==> config.mk <==
export PLATFORM = sky130hd
export DESIGN_NAME = regfile_wb_arbiter
export DESIGN_NICKNAME = d
export VERILOG_FILES = /design/src/rtl/regfile_wb_arbiter_pkg.sv /design/src/rtl/regfile_wb_arbiter_wb_fifo.sv /design/src/rtl/regfile_wb_arbiter.sv
export SDC_FILE = /design/constraint.sdc
export NUM_CORES = 1
export LEC_CHECK = 0
export BUFFER_PORTS_ARGS = -buffer_cell sky130_fd_sc_hd__buf_2
export CAP_MARGIN = 25
export CORE_MARGIN = 1
export CORE_UTILIZATION = 55
export DETAILED_ROUTE_END_ITERATION = 10
export PLACE_DENSITY = 0.77
export SLEW_MARGIN = 20
export SYNTH_ARGS = -nofsm -noshare
export SYNTH_HDL_FRONTEND = slang
export SYNTH_SLANG_ARGS = --single-unit
==> constraint.sdc <==
create_clock -name clk -period 10.9 [get_ports clk]
set_input_delay 0.545 -clock clk [delete_from_list [all_inputs] [get_ports clk]]
set_output_delay 0.545 -clock clk [all_outputs]
set_load 0.02 [all_outputs]
==> src/rtl/regfile_wb_arbiter_pkg.sv <==
// Shared definitions for the register-file writeback arbiter: width defaults,
// the zero-register constant, the queued entry layout {tag, rw, data} and the age test.
package regfile_wb_arbiter_pkg;

  localparam int DEF_DATA_W = 32;
  localparam int DEF_ADDR_W = 5;
  localparam int DEF_SEQ_W  = 3;
  localparam int REG_ZERO   = 0;

  typedef enum logic {
    REQ_A = 1'b0,
    REQ_B = 1'b1
  } req_e;

  function automatic int rw_lsb(input int data_w);
    return data_w;
  endfunction

  function automatic int tag_lsb(input int data_w, input int addr_w);
    return data_w + addr_w;
  endfunction

  function automatic int entry_w(input int data_w, input int addr_w, input int seq_w);
    return data_w + addr_w + seq_w;
  endfunction

  // diff = tag_other - tag_this (mod 2^SEQ_W); at most 2*depth+1 tags are ever live
  function automatic logic is_older(input int diff, input int depth);
    return (diff >= 1) && (diff <= 2 * depth);
  endfunction

endpackage

==> src/rtl/regfile_wb_arbiter_wb_fifo.sv <==
// Small register-based FIFO for one writeback requester. Exposes per-slot valid
// bits and a key field per slot so the parent can build its pending-write mask.
module wb_fifo #(
  parameter int DEPTH   = 2,
  parameter int WIDTH   = 40,
  parameter int KEY_LSB = 32,
  parameter int KEY_W   = 5
) (
  input  logic                     clk,
  input  logic                     rst_n,
  input  logic                     push,
  input  logic [WIDTH-1:0]         din,
  input  logic                     pop,
  output logic [WIDTH-1:0]         head,
  output logic [$clog2(DEPTH):0]   count,
  output logic                     full,
  output logic                     empty,
  output logic                     ready,
  output logic [DEPTH-1:0]         slot_valid,
  output logic [DEPTH*KEY_W-1:0]   slot_key
);

  localparam int PTR_W = $clog2(DEPTH);

  logic [WIDTH-1:0] mem_reg [DEPTH];
  logic [PTR_W-1:0] wr_ptr_reg;
  logic [PTR_W-1:0] rd_ptr_reg;
  logic [PTR_W:0]   count_reg;
  logic [PTR_W:0]   count_next;
  logic [DEPTH-1:0] valid_reg;
  logic [DEPTH-1:0] valid_next;
  logic             ready_reg;
  logic             push_ok;
  logic             pop_ok;

  assign full    = (count_reg == (PTR_W + 1)'(DEPTH));
  assign empty   = (count_reg == '0);
  assign push_ok = push & ~full;
  assign pop_ok  = pop & ~empty;

  assign count_next = count_reg + (PTR_W + 1)'(push_ok) - (PTR_W + 1)'(pop_ok);

  always_comb begin
    valid_next = valid_reg;
    if (push_ok) valid_next[wr_ptr_reg] = 1'b1;
    if (pop_ok)  valid_next[rd_ptr_reg] = 1'b0;
  end

  // Ready is registered from the next count, so a full FIFO stays not-ready
  // even in a cycle where it pops.
  always_ff @(posedge clk or negedge rst_n) begin
    if (!rst_n) begin
      wr_ptr_reg <= '0;
      rd_ptr_reg <= '0;
      count_reg  <= '0;
      valid_reg  <= '0;
      ready_reg  <= 1'b0;
    end else begin
      if (push_ok) wr_ptr_reg <= wr_ptr_reg + PTR_W'(1);
      if (pop_ok)  rd_ptr_reg <= rd_ptr_reg + PTR_W'(1);
      count_reg <= count_next;
      valid_reg <= valid_next;
      ready_reg <= (count_next < (PTR_W + 1)'(DEPTH));
    end
  end

  always_ff @(posedge clk) begin
    if (push_ok) mem_reg[wr_ptr_reg] <= din;
  end

  assign head       = mem_reg[rd_ptr_reg];
  assign count      = count_reg;
  assign ready      = ready_reg;
  assign slot_valid = valid_reg;

  for (genvar gi = 0; gi < DEPTH; gi++) begin : g_key
    assign slot_key[gi*KEY_W +: KEY_W] = mem_reg[gi][KEY_LSB +: KEY_W];
  end

endmodule

==> src/rtl/regfile_wb_arbiter.sv <==
// Shares the register file write port between ALU (A) and load (B) writeback queues.
// Optional REGFILE_WB_PERF_EN adds a saturating head-conflict counter.
module regfile_wb_arbiter
  import regfile_wb_arbiter_pkg::*;
#(
  parameter int DATA_W     = DEF_DATA_W,
  parameter int ADDR_W     = DEF_ADDR_W,
  parameter int FIFO_DEPTH = 2,
  parameter int SEQ_W      = DEF_SEQ_W
) (
  input  logic              clk,
  input  logic              rst_n,
  input  logic              a_valid,
  output logic              a_ready,
  input  logic [ADDR_W-1:0] a_rw,
  input  logic [DATA_W-1:0] a_data,
  input  logic              b_valid,
  output logic              b_ready,
  input  logic [ADDR_W-1:0] b_rw,
  input  logic [DATA_W-1:0] b_data,
  output logic [DATA_W-1:0] rf_pw,
  output logic [ADDR_W-1:0] rf_rw,
  output logic              rf_le,
  output logic [31:0]       pending_mask,
  output logic              busy
`ifdef REGFILE_WB_PERF_EN
  ,
  output logic [15:0]       perf_conflicts
`endif
);

  localparam int ENTRY_W = entry_w(DATA_W, ADDR_W, SEQ_W);
  localparam int RW_LSB  = rw_lsb(DATA_W);
  localparam int TAG_LSB = tag_lsb(DATA_W, ADDR_W);
  localparam int CNT_W   = $clog2(FIFO_DEPTH) + 1;
  localparam logic [ADDR_W-1:0] RW_ZERO = ADDR_W'(REG_ZERO);

  logic [SEQ_W-1:0]          seq_reg;
  logic [SEQ_W-1:0]          a_tag;
  logic [SEQ_W-1:0]          b_tag;
  logic                      a_push;
  logic                      b_push;
  logic [ENTRY_W-1:0]        a_head;
  logic [ENTRY_W-1:0]        b_head;
  logic [CNT_W-1:0]          a_count;
  logic [CNT_W-1:0]          b_count;
  logic                      a_full;
  logic                      b_full;
  logic                      a_empty;
  logic                      b_empty;
  logic [FIFO_DEPTH-1:0]     a_slot_valid;
  logic [FIFO_DEPTH-1:0]     b_slot_valid;
  logic [FIFO_DEPTH*ADDR_W-1:0] a_slot_key;
  logic [FIFO_DEPTH*ADDR_W-1:0] b_slot_key;
  logic [ADDR_W-1:0]         a_slot_rw [FIFO_DEPTH];
  logic [ADDR_W-1:0]         b_slot_rw [FIFO_DEPTH];

  logic                      grant_a;
  logic                      grant_b;
  req_e                      rr_last_reg;
  logic [ADDR_W-1:0]         a_h_rw;
  logic [ADDR_W-1:0]         b_h_rw;
  logic [SEQ_W-1:0]          a_h_tag;
  logic [SEQ_W-1:0]          b_h_tag;
  logic [SEQ_W-1:0]          a_age_diff;
  logic [DATA_W-1:0]         g_data;
  logic [ADDR_W-1:0]         g_rw;
  logic                      g_write;

  logic [DATA_W-1:0]         rf_pw_reg;
  logic [ADDR_W-1:0]         rf_rw_reg;
  logic                      rf_le_reg;
  logic [31:0]               pending_bits;

  // A is older than B when both push on the same edge.
  assign a_push = a_valid & a_ready & ~a_full;
  assign b_push = b_valid & b_ready & ~b_full;
  assign a_tag  = seq_reg;
  assign b_tag  = seq_reg + SEQ_W'(a_push);

  always_ff @(posedge clk or negedge rst_n) begin
    if (!rst_n) seq_reg <= '0;
    else        seq_reg <= seq_reg + SEQ_W'(a_push) + SEQ_W'(b_push);
  end

  wb_fifo #(
    .DEPTH(FIFO_DEPTH), .WIDTH(ENTRY_W), .KEY_LSB(RW_LSB), .KEY_W(ADDR_W)
  ) u_fifo_a (
    .clk(clk), .rst_n(rst_n), .push(a_push), .din({a_tag, a_rw, a_data}),
    .pop(grant_a), .head(a_head), .count(a_count), .full(a_full),
    .empty(a_empty), .ready(a_ready), .slot_valid(a_slot_valid),
    .slot_key(a_slot_key)
  );

  wb_fifo #(
    .DEPTH(FIFO_DEPTH), .WIDTH(ENTRY_W), .KEY_LSB(RW_LSB), .KEY_W(ADDR_W)
  ) u_fifo_b (
    .clk(clk), .rst_n(rst_n), .push(b_push), .din({b_tag, b_rw, b_data}),
    .pop(grant_b), .head(b_head), .count(b_count), .full(b_full),
    .empty(b_empty), .ready(b_ready), .slot_valid(b_slot_valid),
    .slot_key(b_slot_key)
  );

  assign a_h_rw     = a_head[RW_LSB +: ADDR_W];
  assign b_h_rw     = b_head[RW_LSB +: ADDR_W];
  assign a_h_tag    = a_head[TAG_LSB +: SEQ_W];
  assign b_h_tag    = b_head[TAG_LSB +: SEQ_W];
  assign a_age_diff = b_h_tag - a_h_tag;

  // Same destination must retire in tag order; otherwise plain round-robin.
  always_comb begin
    grant_a = 1'b0;
    grant_b = 1'b0;
    if (!a_empty && b_empty) begin
      grant_a = 1'b1;
    end else if (a_empty && !b_empty) begin
      grant_b = 1'b1;
    end else if (!a_empty && !b_empty) begin
      if ((a_h_rw == b_h_rw) && (a_h_rw != RW_ZERO)) begin
        if (is_older(int'(a_age_diff), FIFO_DEPTH)) grant_a = 1'b1;
        else                                        grant_b = 1'b1;
      end else if (rr_last_reg == REQ_B) begin
        grant_a = 1'b1;
      end else begin
        grant_b = 1'b1;
      end
    end
  end

  assign g_data  = grant_a ? a_head[DATA_W-1:0] : b_head[DATA_W-1:0];
  assign g_rw    = grant_a ? a_h_rw : b_h_rw;
  assign g_write = (grant_a | grant_b) && (g_rw != RW_ZERO);

  always_ff @(posedge clk or negedge rst_n) begin
    if (!rst_n) begin
      rr_last_reg <= REQ_B;
      rf_pw_reg   <= '0;
      rf_rw_reg   <= '0;
      rf_le_reg   <= 1'b0;
    end else begin
      if (grant_a)      rr_last_reg <= REQ_A;
      else if (grant_b) rr_last_reg <= REQ_B;
      rf_le_reg <= g_write;
      // Register-zero entries consume their slot but leave the port untouched.
      if (g_write) begin
        rf_pw_reg <= g_data;
        rf_rw_reg <= g_rw;
      end
    end
  end

  for (genvar gi = 0; gi < FIFO_DEPTH; gi++) begin : g_slot
    assign a_slot_rw[gi] = a_slot_key[gi*ADDR_W +: ADDR_W];
    assign b_slot_rw[gi] = b_slot_key[gi*ADDR_W +: ADDR_W];
  end

  always_comb begin
    pending_bits = '0;
    for (int i = 0; i < FIFO_DEPTH; i++) begin
      if (a_slot_valid[i]) pending_bits[a_slot_rw[i]] = 1'b1;
      if (b_slot_valid[i]) pending_bits[b_slot_rw[i]] = 1'b1;
    end
    if (rf_le_reg) pending_bits[rf_rw_reg] = 1'b1;
    pending_bits[REG_ZERO] = 1'b0;
  end

  assign rf_pw        = rf_pw_reg;
  assign rf_rw        = rf_rw_reg;
  assign rf_le        = rf_le_reg;
  assign pending_mask = pending_bits;
  assign busy         = (a_count != '0) | (b_count != '0) | rf_le_reg;

`ifdef REGFILE_WB_PERF_EN
  logic [15:0] perf_reg;

  always_ff @(posedge clk or negedge rst_n) begin
    if (!rst_n) begin
      perf_reg <= '0;
    end else if (!a_empty && !b_empty && (perf_reg != 16'hFFFF)) begin
      perf_reg <= perf_reg + 16'd1;
    end
  end

  assign perf_conflicts = perf_reg;
`endif

endmodule

==> out/results.txt <==
The flow ran to the end, and the final reports show no timing, DRC or antenna violations. For this run the aggregate overflow at the end of global routing stands at 0. The total setup violations reported at the end of the flow is 0.

The run gives 18600 um2 as the floorplan die area. The vertical extent of the die is 137 um. The final RePlAce weighted congestion was 0.919; the total leakage power was 0.00448 uW. Once the clock tree was built, the setup fixing pass inserted 0 buffers. The worst setup path is captured at a register.

The arrival time of data at the critical path endpoint was 3.91 ns; the count of buffer and inverter cells on the critical path was 1. The horizontal die dimension works out to 137 um. TritonCTS created 20 clock buffers. The Yosys step of the flow raised 0 warnings. sky130_fd_sc_hd__edfxtp_1 is the most common cell in the netlist. The mux share of post-synthesis cell area was 8.33%. The run gives 16.6 mm as the sum of net half-perimeters after detailed placement.

The biggest cell delay along the critical path is 0.71 ns, and the gate count of the mapped netlist is 764. Summing the areas of all compound-gate instances in the mapped netlist gives 9.72% of the synthesized area. Type of element launching the critical path: a register.

The total of hold buffers inserted after clock tree synthesis came out at 0. By area, the combinational part of the netlist is dominated by simple AND/OR/NAND/NOR gates. The power per cell area was 305 nW/um2; the initial core utilization was 57.0%. For the level count of the clock H-tree, the log shows 1. The minimum clock period after layout is 3.54 ns. The detail route stage leaves a number of antenna-violating nets equal to 0.

The per-instance average area after synthesis came out at 13.0 um2. After Yosys synthesis, full adders, half adders and majority gates account for 1.08% of the synthesized area. The routed layout has 7148 vias. The transition at the pin with the smallest max-transition slack is 0.972 ns. The cell with the largest stage delay on the worst path was sky130_fd_sc_hd__o2111a_2. For the number of hold violations in the final report, the log shows 0.

TritonCTS built the clock tree. The tools report the number of remaining DRC errors as 0. The pre-antenna-repair detailed-routing pass consisted of 5 iterations. After detailed placement, the design holds a cell count of 1094.

After detailed routing, the average wire length per cell comes to 22.1 um. The via count of the first global-routing pass came out at 6954. The synthesized net count was 850; the ratio of routed vias to standard cells was 6.31. In this run the tightest slew margin relative to its limit is 35.1%.

In the final layout, the share of cells above drive strength 1 is 24.6%. The clock-pin slew of the registers on the worst-case setup and hold paths was 0.06 ns; the slack of the worst reg-to-reg path was 7.36 ns. In this run the clock root is driven by a sky130_fd_sc_hd__clkbuf_16.

The run gives 979 as the number of nets in the layout. Count of unique library cells instantiated by Yosys: 56. In this run the standard cell core region covers 17500 um2.

After synthesis the netlist holds a flip-flop and latch count of 216. The area share of xor/xnor cells in the synthesized design is 1.50%. By startpoint and endpoint, the worst setup path is classified as reg2reg. The critical register-to-register path startpoint was u_fifo_a.rd_ptr_reg$_DFFE_PN0P_. In this run the worst path has a maximum fanout of 33.

For the initial antenna violation count, the log shows 2. The most crowded layer after global routing was met2. The run gives 0 ns as the setup TNS. The path depth of the worst reg2reg path was 10; the number of primary I/O pins was 151. Relative to the synthesized area, the layout overhead comes to 15.7%. Summed over its instances, the top area cell type makes up 48.2% of the synthesized netlist area. Counting instances in the post-synthesis netlist gives the leading cell types as sky130_fd_sc_hd__edfxtp_1, sky130_fd_sc_hd__mux2i_1, sky130_fd_sc_hd__nand2_1. Gates resized during post-CTS repair numbered 0. In this design, the largest share of critical-path delay is due to compound AO/OA/AOI/OAI gates.

By area the synthesized netlist is led by sky130_fd_sc_hd__edfxtp_1, sky130_fd_sc_hd__dfrtp_1, sky130_fd_sc_hd__mux2i_1. The post-layout instance count excluding filler cells is 1133. The proportion of synthesized flip-flops having asynchronous set or reset works out to 25.9%. The run gives 48 as the floorplan row count.

The worst path uses 32.5% of the clock period. Sequential cells were found to cover 62.3% of the synthesized design area. Summing every instance area after synthesis gives 9960 um2.

Derived from the worst setup path, the maximum achievable clock frequency is 282 MHz. The tools report the critical register-to-register path endpoint as rf_pw[24]$_DFFE_PN0P_. Traced cell by cell, the critical path runs through mux2_2 -> ha_1 -> fa_1 -> nand2_1 -> xor2_1 -> xnor2_1 -> o2111a_2 -> nor2_4 -> buf_16 -> o311ai_1. Across the run, the number of max-cap violations was 0.

Counting flops with a built-in enable in the synthesized netlist gives 160. Port buffering added 149 buffers. For the final number of max-transition violations, the log shows 0. The later-pin clock latency in the skew report was 0.48 ns; the worst ir drop on vdd was 175 uV. The first global-routing pass estimated 37.9 mm of wire. For this run, global-route usage on met1 was measured as 35.9%. The number of DRC markers in iteration 0 is 551. For this design, the sink count on the clock tree is 216.

The synthesized netlist devotes 14.0% of its cell area to simple gates. Dominant register cell in the synthesized netlist: sky130_fd_sc_hd__edfxtp_1. The synthesized design spends more area on one cell type than any other, namely sky130_fd_sc_hd__edfxtp_1. The maximum buffer depth of the clock tree is 3, and the total routed wirelength is 25.1 mm. Overall power consumption after layout is estimated at 3520 uW. The clock arrives with 0.00769 ns of skew.

Entering global routing, the biggest net connects 57 pins. The run gives 46.0% as the routing usage on met2. The type of the tightest min-delay check is in2async. The required time of the critical path came out at 11.27 ns. Setup repair after global routing left no endpoint under its margin.

The met3 track utilization from global routing is 3.67%. Across every metal layer, demand over resource in global routing totals 27.3%.
## worst max-delay path by stage
| stage | startpoint | endpoint | slack, ns | cells after the start |
|---|---|---|---|---|
| 5_1_grt | u_fifo_a.rd_ptr_reg$_DFFE_PN0P_ | rf_pw[20]$_DFFE_PN0P_ | 7.14 | 10 |
| 3_3_place_gp | u_fifo_a.rd_ptr_reg$_DFFE_PN0P_ | rf_pw[19]$_DFFE_PN0P_ | 7.37 | 9 |
| 2_1_floorplan | u_fifo_a.rd_ptr_reg$_DFFE_PN0P_ | u_fifo_a.ready$_DFF_PN0_ | 7.09 | 15 |
| 4_1_cts | u_fifo_a.rd_ptr_reg$_DFFE_PN0P_ | rf_pw[24]$_DFFE_PN0P_ | 7.28 | 9 |
| 3_5_place_dp | u_fifo_a.rd_ptr_reg$_DFFE_PN0P_ | rf_pw[11]$_DFFE_PN0P_ | 7.29 | 9 |
| 6_report | u_fifo_a.rd_ptr_reg$_DFFE_PN0P_ | rf_pw[24]$_DFFE_PN0P_ | 7.36 | 10 |
## area by class of cell
type | count | area [um2]
Timing Repair Buffer | 161 | 868
Inverter | 5 | 18.8
Multi-Input combinational cell | 489 | 3490
Clock buffer | 30 | 589
Fill cell | 1292 | 5960
Clock inverter | 6 | 56.3
Sequential cell | 216 | 6210
Tap cell | 225 | 282
Antenna cell | 1 | 2.50
## metal layers
metal / routed length [um] / up-vias
li1: - / 3259
met1: 9930 / 3447
met2: 12300 / 375
met3: 1960 / 67
met4: 819 / 0
met5: 0 / -
## cells by family after synthesis
group                    count (synthesis)
AO/OA/AOI/OAI                          123
XOR/XNOR                                17
adder cells (fa/ha/maj)                  8
buffers and inverters                   59
flip-flops                             216
multiplexers                            82
other                                    1
AND/OR/NAND/NOR                        258
## where the power goes
group          switching [uW]  leakage [uW]  internal [uW]  total, uW
combinational             909       0.00202            546       1460
clock                     282      0.000315            398        680
sequential                193       0.00215           1190       1380
## per-stage QoR
step           setup WS [ns]  utilization (%)  area (um2)  hold slack [ns]
2_1_floorplan           7.09                -        9960            0.249
3_3_place_gp            7.37             61.9       10800            0.474
3_5_place_dp            7.29             61.9       10800            0.482
4_1_cts                 7.28             65.6       11500            0.225
5_1_grt                 7.14             65.9       11500            0.233
6_report                7.36             65.9       11500            0.212
## layout by cell type, fill, tap and decap left out, types with 2 or more instances in the layout
cell,n
sky130_fd_sc_hd__o211ai_1,2
sky130_fd_sc_hd__ha_1,7
sky130_fd_sc_hd__clkbuf_1,6
sky130_fd_sc_hd__a2bb2oi_1,2
sky130_fd_sc_hd__inv_1,5
sky130_fd_sc_hd__clkbuf_8,3
sky130_fd_sc_hd__clkbuf_16,21
sky130_fd_sc_hd__nand3b_1,17
sky130_fd_sc_hd__dfrtp_2,2
sky130_fd_sc_hd__and3_1,7
sky130_fd_sc_hd__xor2_1,6
sky130_fd_sc_hd__a22oi_1,31
sky130_fd_sc_hd__clkinv_2,3
sky130_fd_sc_hd__nor2_1,50
sky130_fd_sc_hd__and2_1,3
sky130_fd_sc_hd__nand3_1,25
sky130_fd_sc_hd__or4_1,36
sky130_fd_sc_hd__o311ai_1,35
sky130_fd_sc_hd__nand2_1,64
sky130_fd_sc_hd__nor3b_1,18
sky130_fd_sc_hd__a21oi_1,5
sky130_fd_sc_hd__o22ai_1,16
sky130_fd_sc_hd__nor3_1,8
sky130_fd_sc_hd__mux2i_1,77
sky130_fd_sc_hd__o221ai_1,16
sky130_fd_sc_hd__edfxtp_1,160
sky130_fd_sc_hd__buf_4,10
sky130_fd_sc_hd__xnor2_1,11
sky130_fd_sc_hd__mux2_2,4
sky130_fd_sc_hd__a221o_1,2
sky130_fd_sc_hd__nor2_4,3
sky130_fd_sc_hd__o31ai_1,2
sky130_fd_sc_hd__nand2b_1,2
sky130_fd_sc_hd__o21ai_0,2
sky130_fd_sc_hd__and3b_1,2
sky130_fd_sc_hd__nor4_1,3
sky130_fd_sc_hd__dfrtp_1,53
sky130_fd_sc_hd__buf_2,149
sky130_fd_sc_hd__or3b_2,5
sky130_fd_sc_hd__or2_2,9
Power figures use the tool's default switching activity.
